### src/rtl/ibex_rvfi_trace_arb.sv
// ---------------------------------------------------------------------------
// ibex_rvfi_trace_arb
//
// Merges the RVFI retirement streams of two Ibex cores into a single
// valid/ready trace stream. Each core's records land in a small per-source
// FIFO. The two FIFO heads are arbitrated round-robin, and the output is
// tagged with the source ID. Per-source sticky flags report dropped records
// (FIFO full) and non-consecutive rvfi_order values.
//
// Ports
//   clk_i, rst_i         clock, synchronous active-high reset
//   trace_en_i           gate for incoming records (FIFOs keep draining)
//   clr_flags_i          pulse: clear overflow/order_err/drop counts and
//                        forget the last seen order
//   rvfi_*_i [1:0]       per-source retirement records (0 = core A, 1 = core B)
//   out_valid_o/out_ready_i  merged output handshake
//   out_src_o            source ID of the presented record
//   out_*_o              record fields of the presented record (0 when idle)
//   overflow_o[1:0]      sticky: a record was dropped because its FIFO was full
//   order_err_o[1:0]     sticky: a pushed order was not previous+1
//   drop_cnt_o[1:0]      saturating per-source dropped-record counts
// ---------------------------------------------------------------------------
module ibex_rvfi_trace_arb #(
    parameter int FifoDepth = 4,
    parameter int DropCntW  = 8
) (
    input  logic                     clk_i,
    input  logic                     rst_i,
    input  logic                     trace_en_i,
    input  logic                     clr_flags_i,
    input  logic [1:0]               rvfi_valid_i,
    input  logic [1:0][63:0]         rvfi_order_i,
    input  logic [1:0][31:0]         rvfi_pc_i,
    input  logic [1:0][31:0]         rvfi_insn_i,
    input  logic [1:0][4:0]          rvfi_rd_addr_i,
    input  logic [1:0][31:0]         rvfi_rd_wdata_i,
    input  logic [1:0]               rvfi_trap_i,
    output logic                     out_valid_o,
    input  logic                     out_ready_i,
    output logic                     out_src_o,
    output logic [63:0]              out_order_o,
    output logic [31:0]              out_pc_o,
    output logic [31:0]              out_insn_o,
    output logic [4:0]               out_rd_addr_o,
    output logic [31:0]              out_rd_wdata_o,
    output logic                     out_trap_o,
    output logic [1:0]               overflow_o,
    output logic [1:0]               order_err_o,
    output logic [1:0][DropCntW-1:0] drop_cnt_o
);

    localparam int AddrW = $clog2(FifoDepth);
    localparam int RecW  = 64 + 32 + 32 + 5 + 32 + 1;

    logic [1:0][RecW-1:0] head_rec;
    logic [1:0]           fifo_ne;
    logic [1:0]           fifo_full;
    logic [1:0]           rec_event;
    logic [1:0]           push;
    logic [1:0]           drop;
    logic [1:0]           pop;

    logic                 grant;
    logic                 grant_reg;
    logic                 prio_reg;
    logic                 lock_reg;
    logic                 out_valid;
    logic [RecW-1:0]      out_rec;

    // -----------------------------------------------------------------------
    // Arbitration. lock_reg remembers that the previous cycle presented a
    // record that was not accepted; in that case the same source stays
    // granted so the output cannot switch underneath a stalled sink. The
    // locked FIFO cannot have popped, so its head is unchanged as well.
    // -----------------------------------------------------------------------
    always_comb begin
        grant = 1'b0;
        if (lock_reg) begin
            grant = grant_reg;
        end else if (fifo_ne[0] && fifo_ne[1]) begin
            grant = prio_reg;
        end else begin
            grant = fifo_ne[1];
        end
    end

    assign out_valid = grant ? fifo_ne[1] : fifo_ne[0];

    always_comb begin
        pop = 2'b00;
        if (out_valid && out_ready_i) begin
            pop[grant] = 1'b1;
        end
    end

    always_ff @(posedge clk_i) begin
        if (rst_i) begin
            prio_reg  <= 1'b0;
            lock_reg  <= 1'b0;
            grant_reg <= 1'b0;
        end else begin
            lock_reg  <= out_valid && !out_ready_i;
            grant_reg <= grant;
            if (out_valid && out_ready_i) begin
                prio_reg <= !grant;
            end
        end
    end

    // Fields are forced to zero while idle so stale FIFO contents never
    // leak onto the trace port (and the port reads all-zero after reset).
    assign out_rec     = out_valid ? head_rec[grant] : '0;
    assign out_valid_o = out_valid;
    assign out_src_o   = grant;
    assign {out_order_o, out_pc_o, out_insn_o,
            out_rd_addr_o, out_rd_wdata_o, out_trap_o} = out_rec;

    // -----------------------------------------------------------------------
    // Per-source FIFO, order tracker and drop accounting.
    // -----------------------------------------------------------------------
    for (genvar gi = 0; gi < 2; gi++) begin : g_src
        logic [RecW-1:0]     mem [FifoDepth];
        logic [AddrW:0]      wr_ptr_reg;
        logic [AddrW:0]      rd_ptr_reg;
        logic [AddrW:0]      level;
        logic [RecW-1:0]     in_rec;
        logic                has_prev_reg;
        logic [63:0]         last_order_reg;
        logic                order_bad;
        logic                overflow_reg;
        logic                order_err_reg;
        logic [DropCntW-1:0] drop_cnt_reg;
        logic [DropCntW-1:0] drop_cnt_base;
        logic [DropCntW-1:0] drop_cnt_next;

        // Pointers carry one extra wrap bit so full and empty are distinct.
        assign level          = wr_ptr_reg - rd_ptr_reg;
        assign fifo_full[gi]  = (level == (AddrW+1)'(FifoDepth));
        assign fifo_ne[gi]    = (level != '0);
        assign head_rec[gi]   = mem[rd_ptr_reg[AddrW-1:0]];

        assign in_rec = {rvfi_order_i[gi], rvfi_pc_i[gi], rvfi_insn_i[gi],
                         rvfi_rd_addr_i[gi], rvfi_rd_wdata_i[gi], rvfi_trap_i[gi]};

        // A full FIFO still accepts when it is popping in the same cycle.
        assign rec_event[gi] = rvfi_valid_i[gi] && trace_en_i;
        assign push[gi]      = rec_event[gi] && (!fifo_full[gi] || pop[gi]);
        assign drop[gi]      = rec_event[gi] && !push[gi];

        // A clear in the same cycle forgets the previous order, so the
        // record arriving with it is treated as the first one.
        assign order_bad = has_prev_reg && !clr_flags_i &&
                           (rvfi_order_i[gi] != last_order_reg + 64'd1);

        assign drop_cnt_base = clr_flags_i ? '0 : drop_cnt_reg;
        assign drop_cnt_next = (drop[gi] && (drop_cnt_base != '1)) ?
                               drop_cnt_base + DropCntW'(1) : drop_cnt_base;

        always_ff @(posedge clk_i) begin
            if (push[gi]) begin
                mem[wr_ptr_reg[AddrW-1:0]] <= in_rec;
            end
        end

        always_ff @(posedge clk_i) begin
            if (rst_i) begin
                wr_ptr_reg     <= '0;
                rd_ptr_reg     <= '0;
                has_prev_reg   <= 1'b0;
                last_order_reg <= '0;
                overflow_reg   <= 1'b0;
                order_err_reg  <= 1'b0;
                drop_cnt_reg   <= '0;
            end else begin
                if (push[gi]) begin
                    wr_ptr_reg <= wr_ptr_reg + 1'b1;
                end
                if (pop[gi]) begin
                    rd_ptr_reg <= rd_ptr_reg + 1'b1;
                end

                // Dropped records advance the tracker too, so a drop does
                // not show up later as an order gap.
                if (rec_event[gi]) begin
                    has_prev_reg   <= 1'b1;
                    last_order_reg <= rvfi_order_i[gi];
                end else if (clr_flags_i) begin
                    has_prev_reg   <= 1'b0;
                end

                // Set events win over a simultaneous clear.
                overflow_reg  <= (overflow_reg && !clr_flags_i) || drop[gi];
                order_err_reg <= (order_err_reg && !clr_flags_i) ||
                                 (push[gi] && order_bad);
                drop_cnt_reg  <= drop_cnt_next;
            end
        end

        assign overflow_o[gi]  = overflow_reg;
        assign order_err_o[gi] = order_err_reg;
        assign drop_cnt_o[gi]  = drop_cnt_reg;
    end

endmodule
### config.mk
export PLATFORM = sky130hd
export DESIGN_NAME = ibex_rvfi_trace_arb
export DESIGN_NICKNAME = d
export VERILOG_FILES = /design/src/rtl/ibex_rvfi_trace_arb.sv
export SDC_FILE = /design/constraint.sdc
export NUM_CORES = 2
export LEC_CHECK = 0
export CAP_MARGIN = 20
export CORE_ASPECT_RATIO = 1.2
export CORE_MARGIN = 2
export CORE_UTILIZATION = 39
export CTS_CLUSTER_DIAMETER = 80
export CTS_CLUSTER_SIZE = 24
export DETAILED_ROUTE_END_ITERATION = 10
export PLACE_DENSITY = 0.57
export SETUP_SLACK_MARGIN = 0.2
export SLEW_MARGIN = 40
export SYNTH_ARGS = -nofsm -noshare
export SYNTH_HDL_FRONTEND = slang
export SYNTH_SLANG_ARGS = --single-unit
### constraint.sdc
create_clock -name clk_i -period 13.1 [get_ports clk_i]
set_input_delay 3.275 -clock clk_i [delete_from_list [all_inputs] [get_ports clk_i]]
set_output_delay 3.275 -clock clk_i [all_outputs]
set_load 0.005 [all_outputs]
; ---- Word-level counts from Yosys, hierarchy flattened
; Memory sizes are Yosys's and may differ from the RTL's. A register that Yosys moved wholly into a read port is not among the register bits.
; Index checks and enable logic that the tools add are counted.
[word_totals]
romBits = 0
memories = 2
ramBits = 1328
input_bits = 339
reg_bits = 165
out_inout_bits = 188
latch_bits = 0
word_cells = 100
[mem_list]
columns = name, depth, word_bits, read_ports, rd_clocked_by_memory_dff, write_ports, line
row1 = g_src[0].mem, 4, 166, 1, 1, 1, 122  ; logic [RecW-1:0] mem [FifoDepth];
row2 = g_src[1].mem, 4, 166, 1, 1, 1, 122
[op_classes]
n_shift = 0
magnitude_cmp = 2
bitwise_logic = 0
n_eq_ne = 6
reduce_logical = 39
n_mux = 24
div = 0
multipliers = 0
n_addsub = 10
[ops]
columns = cell, count
row1 = two-way mux 166 bit, 3
row2 = "adder 64 x 1 -> 64 bit, second input constant", 2
row3 = != test 64 bit, 2
row4 = two-way mux 8 bit, 4
row5 = logical AND 1 bit, 22
row6 = "adder 8 x 1 -> 8 bit, second input constant", 2
row7 = "!= test 8 bit, second input constant", 2
row8 = "adder 3 x 1 -> 3 bit, second input constant", 4
row9 = two-way mux 1 bit, 11
row10 = two-way mux 2 bit, 5
row11 = zero test 1 bit, 7
row12 = "equality test 3 bit, second input constant", 2
row13 = logical OR 1 bit, 6
row14 = nonzero test 3 bit, 2
row15 = subtractor 3 bit, 2
row16 = nonzero test 2 bit, 2
row17 = "less-than comparator 1 x 2 -> 1 bit, second input constant", 1
row18 = demux 1 bit (select 1 bit), 1
row19 = ">= comparator 1 bit, second input constant", 1

; ---- Depth between registers and ports, before layout
[depth]
depth_word = 16
ltp_mapped = 14
depth_no_buf = 12

; ---- Worst setup path after synthesis
; OpenSTA, ideal clock, no wires.
[synth_path]
path_type = input to register
start = input port out_ready_i
end = memory g_src[1].mem[3][0] (netlist name), enable pin
setup_slack_ps = 4793
path_stages = 3
arrival_time_ps = 7760
required_ps = 12552
n_path_buf = 0
setup_time_ps = 548
path_cell_list = nand3_1 > a41oi_1 > and2_1
[synth_between]
elab_chain_cells = 6
[synth_rtl]
columns = item, line
row1 = start: declaration, 39  ; input logic out_ready_i,
row2 = logical AND 1 bit, 91  ; if (out_valid && out_ready_i) begin
row3 = two-way mux 2 bit, 91
row4 = logical OR 1 bit, 147  ; assign push[gi] = rec_event[gi] && (!fifo_full[gi] || pop[gi]);
row5 = logical AND 1 bit, 147
row6 = two-way mux 1 bit, 160  ; if (push[gi]) begin
row7 = two-way mux 1 bit (not written as such), 161  ; mem[wr_ptr_reg[AddrW-1:0]] <= in_rec;
row8 = end: declaration, 122
; Every way passes these cells.

; ---- Worst setup path in the final report
[layout_path]
start = register g_src[1].wr_ptr_reg[0]
end = output port out_insn_o[12]
[layout_between]
elab_chain_cells = 8
elab_cells_between_ends = 9
cone_classes = 1 x add/sub / 6 x mux / 2 x reduce/logical
[layout_rtl]
columns = item, line
row1 = start: declaration, 123  ; logic [AddrW:0] wr_ptr_reg;
row2 = start signal: assignment, 176  ; wr_ptr_reg <= wr_ptr_reg + 1'b1;
row3 = subtractor 3 bit *, 137  ; assign level = wr_ptr_reg - rd_ptr_reg;
row4 = nonzero test 3 bit *, 139  ; assign fifo_ne[gi] = (level != '0);
row5 = logical AND 1 bit, 80  ; end else if (fifo_ne[0] && fifo_ne[1]) begin
row6 = two-way mux 1 bit, 80
row7 = two-way mux 1 bit, 78  ; if (lock_reg) begin
row8 = two-way mux 166 bit (not written as such) (2 in a row), 112  ; assign out_rec = out_valid ? head_rec[grant] : '0;
row9 = two-way mux 166 bit *, 112
row10 = end: declaration, 43  ; output logic [31:0] out_insn_o,
; Every way passes the cells marked *; elsewhere a longest branch is shown, timed or not. The select of a mux whose other input is x is not followed.

==> metrics.md <==
| Metric | Value |
|---|---|
| Worst Path Max Fanout | `109` |
| Setup Buffers After CTS | `0` |
| Sequential Power Share | `0.474` |
| Setup TNS | `0 ns` |
| Reg2Reg Depth | `12` |
| Vias/cell | `5.46` |
| Reg clk slew, reported paths | `0.08 ns` |
| Worst R2R Setup Slack | `7.20 ns` |
| Drt wl/cell | `27.0 um` |
| Worst reg2reg endpoint | `g_src[1].mem[2][100]$_DFFE_PP_` |
| Die ar. | `159000 um2` |
| Min-delay src | `g_src[0].has_prev_reg$_SDFFE_PP0P_` |
| Final Hold Fails | `0` |
| Area leader, netlist | `edfxtp_1` |
| Fmax achieved | `124 MHz` |
| Syn Nets | `4133` |
| Psw | `3.43 mW` |
| Worst Path Required | `slightly below 10 ns` |
| Final wirelength | `172 mm` |
| Share of cells above drive strength 1 | `0.125` |
| Most frequent cells in the layout | `edfxtp_1 (1328), nand2_1 (665), clkdlybuf4s50_1 (525)` |
| H-Tree Depth | `3` |
| 1st-iter DRT viols | `3185` |
| Synthesis warning total | `0` |
| CTS Sinks | `roughly 1500` |
| Clock Power Share | `0.241` |
| Power per cell area | `162 nW/um2` |
| Ports | `527` |
| Util after Layout | `0.459` |
| Outcome | `completed` |
| Number of flip-flops in the largest register | `approximately 1300` |
| Switching share of power | `0.297` |
| Seq cells post-synth | `1497` |
| Maximum vdd drop | `between 0.00015 and 0.0002 V` |
| GR Overflow Total | `0` |
| Post-synthesis cell count | `3776` |
| Cts hold-fix bufs | `0` |
| Setup-failing EPs final | `0` |
| DRT Pass-1 Iters | `6` |
| WHS Path Cells | `2` |
| Core ar. | `155000 um2` |
| Crit path kind | `reg2out` |
| Global-route wire length before repair | `245 mm` |
| Hold Slack | `0.476 ns` |
| Ys flop type | `edfxtp_1` |
| Initial antenna violation count | `64` |
| Gates resized, CTS repair | `0` |
| Total track usage | `0.212` |
| Post-synth EDFFs | `1328` |
| Max-capacitance violation count | `0` |
| CTS buffer count | `~80` |
| Largest cells by area after synthesis | `edfxtp_1 (65%), mux4_2 (12%), dfxtp_1 (5.6%)` |
| Largest net degree at the start of global routing | `110` |
| CP endpoint kind | `output port` |
| Yosys top cell area share | `0.655` |
| CTS tree | `done` |
| Area grow syn2layout | `16.7%` |
| Fin crit share | `0.613` |
| Post-synth cell types | `72` |
| Worst Clk Skew | `0.0429 ns` |
| RSZ-0062 raised after global routing | `no` |
| Chip width | `365 um` |
| Cell Area, Synth | `60900 um2` |
| HPWL Detailed | `116 mm` |
| Internal | `8.12 mW` |
| Mean post-synth cell area | `16.1 um2` |
| Post-synth ARST share | `0` |
| Post-route minimum period | `8.03 ns` |
| Final Max Tran Viols | `0` |
| Hold EP | `g_src[0].has_prev_reg$_SDFFE_PP0P_` |
| Leakage power | `21.8 nW` |
| Die Y | `437 um` |
| Crit path DAT | `4.76 ns` |
| CTS Buffer Depth | `3` |
| Final GP Congestion | `approximately 0.85` |
| Slew headroom | `0.402` |
| Slew at the pin with the worst max-slew slack | `0.897 ns` |
| Final Net Count | `4590` |
| Logic pwr share | `0.285` |
| Pre-CTS setup slack | `5.56 ns` |
| Worst r2r src | `g_src[1].wr_ptr_reg[0]$_SDFFE_PP0P_` |
| Rows | `158` |
| Min-Delay Path Class | `reg2reg` |
| Register area share after synthesis | `0.710` |
| Commonest non-fill, non-tap cell in the layout | `edfxtp_1` |
| Fillers | `13500` |
| Input/output buffers | `526` |
| Clock latency on the worst-skew pair | `between 0.7 and 0.8 ns` |
| DRC viols | `0` |
| Vias in the first global route | `34300` |
| Clock root buffer master | `clkbuf_16` |
| Via count | `34800` |
| Initial core utilization | `0.394` |
| Routed Antenna Nets | `0` |
| Crit path launch type | `flop` |
| Final WS setup | `approximately 5.1 ns` |
worst max-delay path by stage:
stage	from	endpoint	slack (ns)	depth (start not counted)
after global placement	g_src[1].wr_ptr_reg[0]$_SDFFE_PP0P_	out_insn_o[6]	5.49	11
final	g_src[1].wr_ptr_reg[0]$_SDFFE_PP0P_	out_insn_o[12]	5.07	11
after CTS	g_src[1].wr_ptr_reg[0]$_SDFFE_PP0P_	out_pc_o[30]	4.97	11
after global routing	g_src[1].wr_ptr_reg[0]$_SDFFE_PP0P_	out_insn_o[2]	4.74	11
after floorplan	out_ready_i	g_src[1].mem[3][0]$_DFFE_PP_	4.79	3
after detailed placement	trace_en_i	g_src[0].mem[2][132]$_DFFE_PP_	5.56	7
worst max-delay path: stages, from the launching register on:
cell and delay, ns:
dfxtp_1 0.40, inv_1 0.10, ha_1 0.19, nor2b_1 0.13
xnor2_1 0.27, nor2_1 0.13, o31a_4 0.52, inv_8 0.58
buf_4 0.65, nand2_1 0.14, a21oi_1 0.18, clkdlybuf4s50_1 0.53
area by class of cell:
class / count / area [um2] / share of cell area
tap: 2080 / 2600 / 0.0366
multi-input combinational: 2048 / 16800 / 0.236
clock buffer: 105 / 2150 / 0.0302
timing repair buffer: 582 / 5870 / 0.0825
sequential: 1497 / 43300 / 0.609
inverter: 25 / 104 / 0.00146
clock inverter: 22 / 273 / 0.00384
antenna: 15 / 37.5 / 0.000528
cell families after synthesis:
family | share of synthesized area
flip-flops | 0.710
AND/OR/NAND/NOR | 0.0794
AO/OA/AOI/OAI | 0.0359
multiplexers | 0.126
buffers and inverters | 0.0148
XOR/XNOR | 0.0303
adder cells (fa/ha/maj) | 0.00370
cells in the mapped netlist (7+ instances only):
master,number
a21oi_1,325
a31oi_1,14
and2_1,17
and3_1,22
and4_1,12
buf_1,27
clkbuf_1,166
dfxtp_1,169
edfxtp_1,1328
ha_1,18
inv_1,23
mux2i_1,17
mux4_2,332
nand2_1,667
nand2b_1,9
nand3_1,53
nand4_1,65
nor2_1,91
nor2b_1,14
nor3_1,29
nor4_1,37
o21ai_0,17
or3_1,8
or4_1,7
xnor2_1,133
xor2_1,78
per-layer routing:
layer  vias to the layer above  share of wire  GRT usage
li1                      15400              -          -
met1                     18000           0.41      0.284
met2                      1074           0.48      0.345
met3                       230          0.084     0.0590
met4                        96          0.018     0.0486
met5                         -         0.0035          0
power by group through the flow:
stage          sequential, mW  combinational (mW)  clock [mW]
2_1_floorplan            5.56                1.57           0
3_3_place_gp             5.60                3.30           0
3_5_place_dp             5.59                3.32           0
4_1_cts                  5.48                3.34        2.88
5_1_grt                  5.50                3.51        3.02
6_report                 5.48                3.29        2.78
stage by stage:
step | cell area, um2 | total power, mW | std cells
detailed placement | 68600 | 8.91 | 6230
global placement | 68400 | 8.90 | 6226
finish | 71100 | 11.5 | 6374
global route | 71100 | 12.0 | 6362
CTS | 71000 | 11.7 | 6357
floorplan | 60900 | 7.13 | 3776
(Power assumes the default switching activity.)
